### src/rtl/freq_meter_pkg.sv
// Shared definitions for the frequency meter.
// Holds the measurement FSM state encoding and the default counter width
// and synchroniser depth used by frequency_meter and edge_sync.
package freq_meter_pkg;

  typedef enum logic [1:0] {
    IDLE    = 2'd0,
    ARM     = 2'd1,
    MEASURE = 2'd2
  } state_t;

  localparam int DEFAULT_WIDTH       = 16;
  localparam int DEFAULT_SYNC_STAGES = 2;

endpackage

### src/rtl/edge_sync.sv
// Synchroniser and rising-edge detector for an asynchronous input.
// Ports:
//   Clock    - sole clock, rising edge
//   Clear    - synchronous active-low reset
//   Sig_In   - asynchronous input signal
//   Sync_Out - synchronised level, aligned with Rise
//   Rise     - one-cycle pulse marking a 0->1 transition of the synchronised level
module edge_sync
  import freq_meter_pkg::*;
#(
  parameter int SYNC_STAGES = DEFAULT_SYNC_STAGES
) (
  input  logic Clock,
  input  logic Clear,
  input  logic Sig_In,
  output logic Sync_Out,
  output logic Rise
);

  logic [SYNC_STAGES-1:0] sync_chain;
  logic                   hist;

  // The rise decision is registered, so Rise appears one cycle after the
  // synchronised level changes. The history flop holds exactly that earlier
  // level, so presenting it as Sync_Out keeps level and Rise on the same cycle.
  always_ff @(posedge Clock) begin
    if (!Clear) begin
      sync_chain <= '0;
      hist       <= 1'b0;
      Rise       <= 1'b0;
    end else begin
      sync_chain <= {sync_chain[SYNC_STAGES-2:0], Sig_In};
      hist       <= sync_chain[SYNC_STAGES-1];
      Rise       <= sync_chain[SYNC_STAGES-1] & ~hist;
    end
  end

  assign Sync_Out = hist;

endmodule

### src/rtl/frequency_meter.sv
// Period and high-time meter for a slow signal sampled by Clock.
// Ports:
//   Clock        - sole clock, rising edge
//   Clear        - synchronous active-low reset
//   Enable       - high runs the meter, low returns it to idle and clears Overflow
//   Sig_In       - measured signal, may be asynchronous to Clock
//   Period       - Clock cycles between the last two detected rises
//   High_Time    - Clock cycles Sig_In was high within that period
//   Period_Valid - one-cycle pulse when Period/High_Time are updated
//   Overflow     - sticky flag, a period ran past the counter range
module frequency_meter
  import freq_meter_pkg::*;
#(
  parameter int WIDTH       = DEFAULT_WIDTH,
  parameter int SYNC_STAGES = DEFAULT_SYNC_STAGES
) (
  input  logic             Clock,
  input  logic             Clear,
  input  logic             Enable,
  input  logic             Sig_In,
  output logic [WIDTH-1:0] Period,
  output logic [WIDTH-1:0] High_Time,
  output logic             Period_Valid,
  output logic             Overflow
);

  // Highest value the period counter may hold; a rise here still reports
  // 2^WIDTH-1, anything longer is an overflow, so the counter never wraps.
  localparam logic [WIDTH-1:0] CNT_LIMIT = {{(WIDTH-1){1'b1}}, 1'b0};
  localparam logic [WIDTH-1:0] CNT_ONE   = {{(WIDTH-1){1'b0}}, 1'b1};

  state_t           state;
  logic [WIDTH-1:0] per_cnt;
  logic [WIDTH-1:0] high_cnt;
  logic             sync_lvl;
  logic             rise;

  function automatic logic [WIDTH-1:0] add_bit(input logic [WIDTH-1:0] val,
                                               input logic              b);
    return val + {{(WIDTH-1){1'b0}}, b};
  endfunction

  edge_sync #(
    .SYNC_STAGES(SYNC_STAGES)
  ) u_edge_sync (
    .Clock   (Clock),
    .Clear   (Clear),
    .Sig_In  (Sig_In),
    .Sync_Out(sync_lvl),
    .Rise    (rise)
  );

  always_ff @(posedge Clock) begin
    if (!Clear) begin
      state        <= IDLE;
      per_cnt      <= '0;
      high_cnt     <= '0;
      Period       <= '0;
      High_Time    <= '0;
      Period_Valid <= 1'b0;
      Overflow     <= 1'b0;
    end else begin
      Period_Valid <= 1'b0;
      if (!Enable) begin
        // Abort any partial measurement.
        state    <= IDLE;
        Overflow <= 1'b0;
        per_cnt  <= '0;
        high_cnt <= '0;
      end else begin
        case (state)
          IDLE: state <= ARM;
          ARM: begin
            // First rise only starts the count; there is no earlier edge to
            // measure from, so nothing is reported.
            if (rise) begin
              state    <= MEASURE;
              per_cnt  <= '0;
              high_cnt <= CNT_ONE;
            end
          end
          MEASURE: begin
            if (rise) begin
              Period       <= per_cnt + CNT_ONE;
              High_Time    <= high_cnt;
              Period_Valid <= 1'b1;
              per_cnt      <= '0;
              high_cnt     <= CNT_ONE;
            end else if (per_cnt == CNT_LIMIT) begin
              Overflow <= 1'b1;
              state    <= ARM;
            end else begin
              per_cnt  <= per_cnt + CNT_ONE;
              high_cnt <= add_bit(high_cnt, sync_lvl);
            end
          end
          default: state <= IDLE;
        endcase
      end
    end
  end

endmodule

### config.mk
export PLATFORM = sky130hd
export DESIGN_NAME = frequency_meter
export DESIGN_NICKNAME = d
export VERILOG_FILES = /design/src/rtl/freq_meter_pkg.sv /design/src/rtl/edge_sync.sv /design/src/rtl/frequency_meter.sv
export SDC_FILE = /design/constraint.sdc
export NUM_CORES = 1
export LEC_CHECK = 0
export CORE_UTILIZATION = 32
export DETAILED_ROUTE_END_ITERATION = 16
export PLACE_DENSITY = 0.55
export SLEW_MARGIN = 20
export SYNTH_ARGS = -nofsm -noshare
export SYNTH_HDL_FRONTEND = slang
export SYNTH_SLANG_ARGS = --single-unit
### constraint.sdc
create_clock -name Clock -period 2 [get_ports Clock]
set_input_delay 0.6 -clock Clock [delete_from_list [all_inputs] [get_ports Clock]]
set_output_delay 0.6 -clock Clock [all_outputs]
set_load 0.02 [all_outputs]
# Word-level counts from Yosys, hierarchy flattened
# Index checks and enable logic that the tools add are counted.
[classes] eq_ne=7 n_reduce_logical=8 mux=13 n_bitwise=3 add_sub_neg=2
[op_table] op="$mux 16" count=6
[op_table] op="$pmux 16 s2" count=2
[op_table] op="$add 16x1->16" count=1
[op_table] op="$add 16x1->16 const B" count=1
[op_table] op="$eq 16x16->1 const B" count=1
[op_table] op="$reduce_and 3->1" count=5
[op_table] op="$mux 2" count=3
[op_table] op="$pmux 2 s3" count=1
[op_table] op="$ne 2x2->1 const B" count=2
[op_table] op="$ne 3x2->1 const B" count=1
[op_table] op="$eq 2x1->1 const B" count=1
[op_table] op="$eq 2x2->1 const B" count=1
[op_table] op="$logic_not 2->1" count=1
[op_table] op="$ne 2x1->1 const B" count=1
[op_table] op="$not 1->1" count=2
[op_table] op="$reduce_and 2->1" count=1
[op_table] op="$reduce_bool 2->1" count=1
[op_table] op="$and 1x1->1" count=1
[op_table] op="$mux 1" count=1
[word_totals] word_cells=43 input_bits=4 regBits=72 out_inout_bits=34

# Depth between registers and ports, before layout
# Gate-level depths: netlist (run 1).
[depth] word_depth=4 mapped_depth=9 ltp_nobuf=7

# Hierarchy
# A second synthesis (run 1) with hierarchy kept.
[unflattened] cells_unflattened=390 area_unflattened_um2=3234.4
[by_module_without_submodules] mod="frequency_meter" seq_area_each_um2=1361.3 cells_each=382 area_per_inst_um2=3123.0 instances=1
[by_module_without_submodules] mod="edge_sync" seq_area_each_um2=80.1 cells_each=8 area_per_inst_um2=111.4 instances=1

# Least setup slack after synthesis (run 1)
# Ideal clock, no wire load.
[synth_path] path_kind="reg-to-reg" from="register per_cnt[0]" to="register high_cnt[9]" n_path_buf=2 stages_incl_launch_ff=10 required_ns=1.938 arrival_ns=2.017 path_slack_ns=-0.079 path_cell_list="dfxtp_1 > inv_1 > ha_1 > and4b_1 > and4bb_1 > buf_6 > or3_4 > buf_6 > or3_1 > nand3_1"
[synth_via] elab_chain_len=3
[synth_rtl] element="start: declaration" line="frequency_meter.sv:33" source="logic [WIDTH-1:0] per_cnt;"
[synth_rtl] element="start signal: assignment" line="frequency_meter.sv:93" source="per_cnt <= per_cnt + CNT_ONE;"
[synth_rtl] element="$eq 16x16->1" line="frequency_meter.sv:89" source="end else if (per_cnt == CNT_LIMIT) begin"
[synth_rtl] element="$ne 3x2->1 (no line)"
[synth_rtl] element="$reduce_and 3->1 (no line)"
[synth_rtl] element="end signal: assignment" line="frequency_meter.sv:94" source="high_cnt <= add_bit(high_cnt, sync_lvl);"
[synth_rtl] element="end: declaration" line="frequency_meter.sv:34" source="logic [WIDTH-1:0] high_cnt;"
# Every way passes these cells.
# A chain may end at the register's enable or synchronous reset.

# Final worst setup path (run 1)
[layout_path] from="register per_cnt[0]" to="register per_cnt[11]"
[layout_via] elab_chain_len=4 word_cells_on_any_way=7 cone_classes="1 x add/sub; 2 x eq/ne; 3 x mux; 1 x reduce/logical"
[layout_rtl] element="$add 16x1->16" line="frequency_meter.sv:93"
[layout_rtl] element="$mux 16" line="frequency_meter.sv:89"
[layout_rtl] element="$mux 16" line="frequency_meter.sv:83" source="if (rise) begin"
[layout_rtl] element="$pmux 16 s2" line="frequency_meter.sv:71" source="case (state)"
# Parallel ways exist; a longest one is shown, timed or not. The select of a mux whose other input is x is not followed.

==> metrics.md, run 1 <==
| Metric | Value |
|---|---|
| Post-route antenna net violation count | `0` |
| Final hold viol count | `0` |
| Final slew viol count | `0` |
| Initial DRC count | `117` |
| Worst Slack Setup Final | `-0.0135 ns` |
| Vias in the first global route | `2810` |
| Tcrit/Tclk final | `1.01` |
| Chip Width | `102 µm` |
| Critical R2R Capture | `per_cnt[11]$_SDFFE_PN0P_` |
| Antenna diode count | `0` |
| IO buf count | `37` |
| WL per Instance | `14.1 µm` |
| Sequential share of power | `0.489` |
| Top-level port count | `38` |
| Core box area | `9770 µm²` |
| Starting Density | `0.330` |
| Critical Path Slowest Stage Cell | `or3_4` |
| Post-Synthesis Cells | `389` |
| Status | `finished with violations` |
| Critical-path maximum fanout | `4` |
| CTS tree | `done` |
| Hold Crit Start | `u_edge_sync.sync_chain[0]$_SDFF_PN0_` |
| Antenna violations before repair | `0` |
| RSZ-0062 raised after global routing | `true` |
| Post-synth EDFFs | `0` |
| Clock Power Share | `0.477` |
| Logic pwr share | `0.034` |
| Internal power | `2.32 mW` |
| Yosys reg bits | `72` |
| Synth Flop Type | `dfxtp_1` |
| CP startpoint | `per_cnt[0]$_SDFFE_PN0P_` |
| Final Util | `0.444` |
| Die height | `102 µm` |
| Skew final | `0.00820 ns` |
| CP Depth | `8` |
| Netlist Area Pre-Place | `3230 µm²` |
| Yosys warns | `0` |
| Failing checks | `setup timing` |
| Syn Nets | `400` |
| GRT Total Usage | `0.169` |
| Crit path launch type | `flip-flop` |
| H-tree depth | `3` |
| Placed cell count | `570` |
| Max VDD drop | `291 µV` |
| Clock transition at the registers of the reported paths | `0.08 ns` |
| Switch Pwr | `0.622 mW` |
| Max-Cap Viols | `0` |
| Slew headroom | `0.740` |
| HP Class | `reg2reg` |
| Worst R2R Setup Slack | `-0.01 ns` |
| Mean Syn Cell Area | `8.30 µm²` |
| Final HPWL DP | `5880 µm` |
| Ordered cell list for the critical path | `inv_2 > ha_4 > and4b_1 > and4bb_2 > or3_4 > buf_6 > or3_1 > nand3_1` |
| FF-to-FF Start | `per_cnt[0]$_SDFFE_PN0P_` |
| Commonest non-fill, non-tap cell in the layout | `dfxtp_1` |
| Root Buffer Master | `clkbuf_8` |
| Sw Ratio | `0.211` |
| Max incr delay on CP | `0.43 ns` |
| Setup Crit Path Kind | `reg2reg` |
| Top delay family on crit path | `simple AND/OR/NAND/NOR gates` |
| Row cnt | `36` |
| Post-route DRC | `0` |
| Fin crit period | `2.01 ns` |
| Worst Path Required | `2.29 ns` |
| Worst-Skew Late Latency | `0.35 ns` |
| FMAX | `497 MHz` |
| Largest net degree at the start of global routing | `19` |
| Total gr overflow | `0` |
| Depth of the most critical reg-to-reg path | `8` |
| CTS Buffer Depth | `2` |
| Crit path DAT | `2.30 ns` |
| Layout Nets | `463` |
| # fillers | `997` |
| Commonest cells after routing, fill and taps aside | `dfxtp_1 (71), nand2_1 (58), a21oi_1 (37)` |
| TNS Setup | `-0.0135 ns` |
| Total CTS buffers | `9` |
| 1st-pass router iterations | `4` |
| FFs w/ async S/R, synth | `0` |
| First-pass GRT wire length | `13600 µm` |
| Setup WS pre-CTS | `-0.241 ns` |
| Via count | `2948` |
| P per Cell Area | `677 nW/µm²` |
| Setup crit end kind | `flip-flop` |
| DR vias/cell | `5.00` |
| Tightest Pin Transition | `0.387 ns` |
| Total power | `2.94 mW` |
| Leak | `1.56 nW` |
| Worst path bufs/invs | `2` |
| Synthesis-to-layout area growth | `34.5%` |
| Finish-stage setup viols | `1` |
| Yosys cell types | `48` |
| Share of layout cells above drive strength 1 | `0.158` |
| Sink Count | `72` |
| Post-Route WL | `8290 µm` |
| Final std cells w/o fill | `590` |
| DIE AREA | `10500 µm²` |
| Capture point of the worst path | `per_cnt[11]$_SDFFE_PN0P_` |
| Gp weighted congestion | `0.807` |
| Seq/Total Area, Yosys | `0.447` |
## worst min-delay path by stage
stage / slack (ns) / to / depth (start not counted)
floorplan: 0.41 / u_edge_sync.sync_chain[1]$_SDFF_PN0_ / 1
global placement: 0.41 / u_edge_sync.sync_chain[1]$_SDFF_PN0_ / 1
detailed placement: 0.42 / u_edge_sync.sync_chain[1]$_SDFF_PN0_ / 1
CTS: 0.44 / u_edge_sync.sync_chain[1]$_SDFF_PN0_ / 1
global route: 0.47 / u_edge_sync.sync_chain[1]$_SDFF_PN0_ / 1
finish: 0.44 / u_edge_sync.sync_chain[1]$_SDFF_PN0_ / 1
## logic make-up (layout without fill, tap and decap cells)
logic type / count (synthesis) / after routing / share of synthesized area
fa+ha+maj: 7 / 7 / 0.0271
buf+inv: 32 / 100 / 0.0442
simple gates: 160 / 160 / 0.244
xor+xnor: 13 / 13 / 0.0353
mux: 3 / 3 / 0.00931
flops: 72 / 72 / 0.447
compound gates: 102 / 102 / 0.193
## area by class of cell
cell class                      instances  area [µm²]  share of cell area
Timing Repair Buffer                   77         729               0.168
Multi-Input combinational cell        285        1730               0.397
Tap cell                              133         166              0.0383
Clock buffer                           12         176              0.0406
Sequential cell                        72        1450               0.333
Clock inverter                          4        72.6              0.0167
Inverter                                7        26.3             0.00605
## stage by stage
step | cell area (µm²) | hold WS, ns
detailed placement | 3960 | 0.421
floorplan | 3230 | 0.412
finish | 4340 | 0.442
global route | 4340 | 0.474
CTS | 4210 | 0.441
global placement | 3960 | 0.414
## cells in the mapped netlist (3+ instances only)
cell type	n	area (µm²)
nand2b_1	3	18.8
a21oi_1	38	190
and4_1	4	35.0
o211ai_1	12	90.1
a31oi_1	3	18.8
nand2_1	58	218
nand3b_1	3	22.5
clkbuf_1	15	56.3
and3_1	6	37.5
o21ai_0	22	110
dfxtp_1	72	1440
mux2i_1	3	30.0
inv_1	7	26.3
nand4_1	9	56.3
buf_2	3	15.0
buf_1	4	15.0
xnor2_1	7	61.3
a211oi_1	7	52.6
nor3_1	5	25.0
or3_1	8	50.1
xor2_1	6	52.6
nand3_1	24	120
nor2_1	26	97.6
ha_1	7	87.6
o31ai_1	5	37.5
and2_1	5	31.3
## power groups by stage
| stage | Combinational, mW | Clock [mW] | Sequential, mW |
|---|---|---|---|
| 2_1_floorplan | 0.0524 | 0 | 1.47 |
| 3_3_place_gp | 0.0989 | 0 | 1.47 |
| 3_5_place_dp | 0.100 | 0 | 1.47 |
| 4_1_cts | 0.101 | 1.44 | 1.44 |
| 5_1_grt | 0.111 | 1.52 | 1.44 |
| 6_report | 0.101 | 1.40 | 1.44 |
## flip-flops by register name (all words and copies together) (netlist names), 2 cells and up
signal / flops
High_Time: 16
per_cnt: 16
state: 2
u_edge_sync.sync_chain: 2
high_cnt: 16
Period: 16
## routing by layer
layer / GRT usage / wire [µm]
met5: 0 / 0
met4: 0.0473 / 102
met3: 0.0451 / 310
met2: 0.277 / 3900
met1: 0.216 / 3980
## what timing repair did
item                                    CTS  global route
hold buffers                              0             0
resized for setup                         0            27
buffers inserted                          0             4
endpoints found under the setup margin    0            22
No activity file was read; power rests on OpenSTA's default activity.
==> run 2, diff against run 1 <==
--- a/config.mk
+++ b/config.mk
@@ -7,7 +7,8 @@
 export LEC_CHECK = 0
 export CORE_UTILIZATION = 32
 export DETAILED_ROUTE_END_ITERATION = 16
-export PLACE_DENSITY = 0.55
+export MAX_ROUTING_LAYER = met4
+export PLACE_DENSITY = 0.54
 export SLEW_MARGIN = 20
 export SYNTH_ARGS = -nofsm -noshare
 export SYNTH_HDL_FRONTEND = slang
==> constraint.sdc (replaced) <==
create_clock -name Clock -period 2.3 [get_ports Clock]
set_input_delay 0.69 -clock Clock [delete_from_list [all_inputs] [get_ports Clock]]
set_output_delay 0.69 -clock Clock [all_outputs]
set_load 0.02 [all_outputs]
==> run 2 against run 1 <==
Against the previous run: the flow now finishes without violations; worst setup slack improved by 0.27 ns; register-to-register slack gained 0.27 ns; via count barely moved; critical endpoint is now per_cnt[4]$_SDFFE_PN0P_.
==> metrics.md, run 2 (synthesis gave the netlist of run 1 again) <==
| Metric | Value |
|---|---|
| Post-route antenna net violation count | `0 (unchanged)` |
| RSZ-0062 raised after global routing | `false` |
| Post_cts resized | `0 (unchanged)` |
| Commonest non-fill, non-tap cell in the layout | `dfxtp_1` |
| CTS tree | `done` |
| HP Class | `reg2reg` |
| Row cnt | `36 (unchanged)` |
| WL per Instance | `14.1 µm (+0.12%)` |
| Worst-Skew Late Latency | `0.35 ns (about the same)` |
| Area of the multi-input gates | `1640 µm² (-4.8%)` |
| Finish-stage setup viols | `0 (-1)` |
| 1st-pass router iterations | `4 (unchanged)` |
| Final slew viol count | `0 (unchanged)` |
| Post-route DRC | `0 (unchanged)` |
| IO buf count | `37 (unchanged)` |
| Setup WS pre-CTS | `-0.0119 ns (+0.229 ns)` |
| Vias in the first global route | `2658 (-5.4%)` |
| Top-level port count | `38 (unchanged)` |
| Worst Slack Setup Final | `0.253 ns (+0.266 ns)` |
| Tcrit/Tclk final | `0.890 (-0.117)` |
| Crit path launch type | `flip-flop` |
| Crit path DAT | `2.32 ns (+0.02 ns)` |
| Hold WS | `0.442 ns (-0.000373 ns)` |
| Post-route cell area | `4030 µm² (-7.1%)` |
| Initial DRC count | `139 (+19%)` |
| First-pass GRT wire length | `13200 µm (-3.2%)` |
| Via count | `2946 (-0.068%)` |
| Post-Route WL | `8060 µm (-2.8%)` |
| Clock transition at the registers of the reported paths | `0.08 ns (about the same)` |
| Status | `finished clean` |
| Die height | `102 µm (unchanged)` |
| Sink Count | `72 (unchanged)` |
| Worst Path Required | `2.57 ns (+0.28 ns)` |
| Layout Nets | `446 (-3.7%)` |
| Antenna diode count | `0 (unchanged)` |
| Tightest Pin Transition | `0.699 ns (+0.312 ns)` |
| Critical-path maximum fanout | `16 (+12)` |
| Final HPWL DP | `5780 µm (-1.8%)` |
| Share of layout cells above drive strength 1 | `0.0909 (-0.0666)` |
| Sequential cell area | `1440 µm² (-0.26%)` |
| Synthesis-to-layout area growth | `25.0%` |
| DR vias/cell | `5.14 (+2.9%)` |
| Slew headroom | `0.533 (-0.206)` |
| Chip Width | `102 µm (unchanged)` |
| Fin crit period | `2.05 ns (+0.0336 ns)` |
| Area after DPL | `3860 µm² (-2.6%)` |
| Leak | `1.39 nW (-11%)` |
| Skew final | `0.0114 ns (+0.00317 ns)` |
| Commonest cells after routing, fill and taps aside | `dfxtp_1 (72), nand2_1 (58), a21oi_1 (38)` |
| H-tree depth | `3 (unchanged)` |
| Total gr overflow | `0 (unchanged)` |
| Core box area | `9770 µm² (unchanged)` |
| Setup crit end kind | `flip-flop` |
| Post-CTS Setup Inserts | `0 (unchanged)` |
| Max VDD drop | `232 µV (-20%)` |
| Total CTS buffers | `9 (unchanged)` |
| DIE AREA | `10500 µm² (unchanged)` |
| FMAX | `488 MHz (-1.6%)` |
| # fillers | `1011 (+1.4%)` |
| CTS Buffer Depth | `2 (unchanged)` |
| Largest net degree at the start of global routing | `29 (+10)` |
| Max-Cap Viols | `0 (unchanged)` |
| Final hold viol count | `0 (unchanged)` |
| CTS Hold Bufs | `0 (unchanged)` |
| Gp weighted congestion | `0.817 (+1.2%)` |
| Root Buffer Master | `clkbuf_8` |
| Setup Crit Path Kind | `reg2reg` |
| Starting Density | `0.330 (unchanged)` |
| Antenna violations before repair | `0 (unchanged)` |
| GRT Total Usage | `0.168 (-0.000982)` |
| P per Cell Area | `556 nW/µm² (-18%)` |
==> run 2: changes by cell type in the layout (fill, tap and decap cells not counted), sizes merged <==
cell / previous run / this run
clkdlybuf4s50: 36 / 37
buf: 40 / 23
bufinv: 2 / 0
dlymetal6s2s: 1 / 0
clkinv: 1 / 3
==> run 2: path summary, 6_finish.rpt <==
check	start	end	slack [ns]	cells past startpoint
setup / recovery	state[0]$_SDFFE_PN0P_	per_cnt[4]$_SDFFE_PN0P_	0.25	7
hold / removal	u_edge_sync.sync_chain[0]$_SDFF_PN0_	u_edge_sync.sync_chain[1]$_SDFF_PN0_	0.44	1
setup reg to reg	state[0]$_SDFFE_PN0P_	per_cnt[4]$_SDFFE_PN0P_	0.25	7
hold reg to reg	u_edge_sync.sync_chain[0]$_SDFF_PN0_	u_edge_sync.sync_chain[1]$_SDFF_PN0_	0.44	1
==> run 2: power breakdown <==
group / internal (mW) / switching [mW]
Sequential: 1.25 / 0.00300
Clock: 0.424 / 0.484
Combinational: 0.0317 / 0.0511
==> run 2: metrics by stage <==
stage | cells | power, mW | util | TNS, ns
floorplan | 389 | 1.33 | - | 0
global placement | 557 | 1.36 | 0.395 | -0.0137
detailed placement | 557 | 1.37 | 0.395 | -0.0308
CTS | 573 | 2.27 | 0.413 | 0
global route | 573 | 2.33 | 0.413 | 0
finish | 573 | 2.24 | 0.413 | 0
==> run 2: final cells by class <==
class	instances	share of cell area
Multi-Input combinational cell	285	0.407
Clock buffer	12	0.0360
Clock inverter	4	0.00745
Sequential cell	72	0.357
Timing Repair Buffer	60	0.144
Tap cell	133	0.0413
Inverter	7	0.00652
==> run 2: worst max-delay path, stage by stage (launching register included) <==
cell and delay (ns):
dfxtp_1 0.32, inv_1 0.10, ha_1 0.16, and2b_1 0.24, nand3b_1 0.21, or3_4 0.49
or3_1 0.37, o21ai_0 0.07
==> run 2: per-layer routing <==
layer  share of wire  GRT usage
met5               0          -
met4           0.018     0.0769
met3           0.039     0.0226
met1            0.49      0.221
met2            0.46      0.253
==> run 3, diff against run 2 <==
--- a/config.mk
+++ b/config.mk
@@ -13,3 +13,4 @@
 export SYNTH_ARGS = -nofsm -noshare
 export SYNTH_HDL_FRONTEND = slang
 export SYNTH_SLANG_ARGS = --single-unit
+export TNS_END_PERCENT = 30
==> results of run 3 <==
Same layout as run 2: the final DEF is identical, and so are final timing and power.
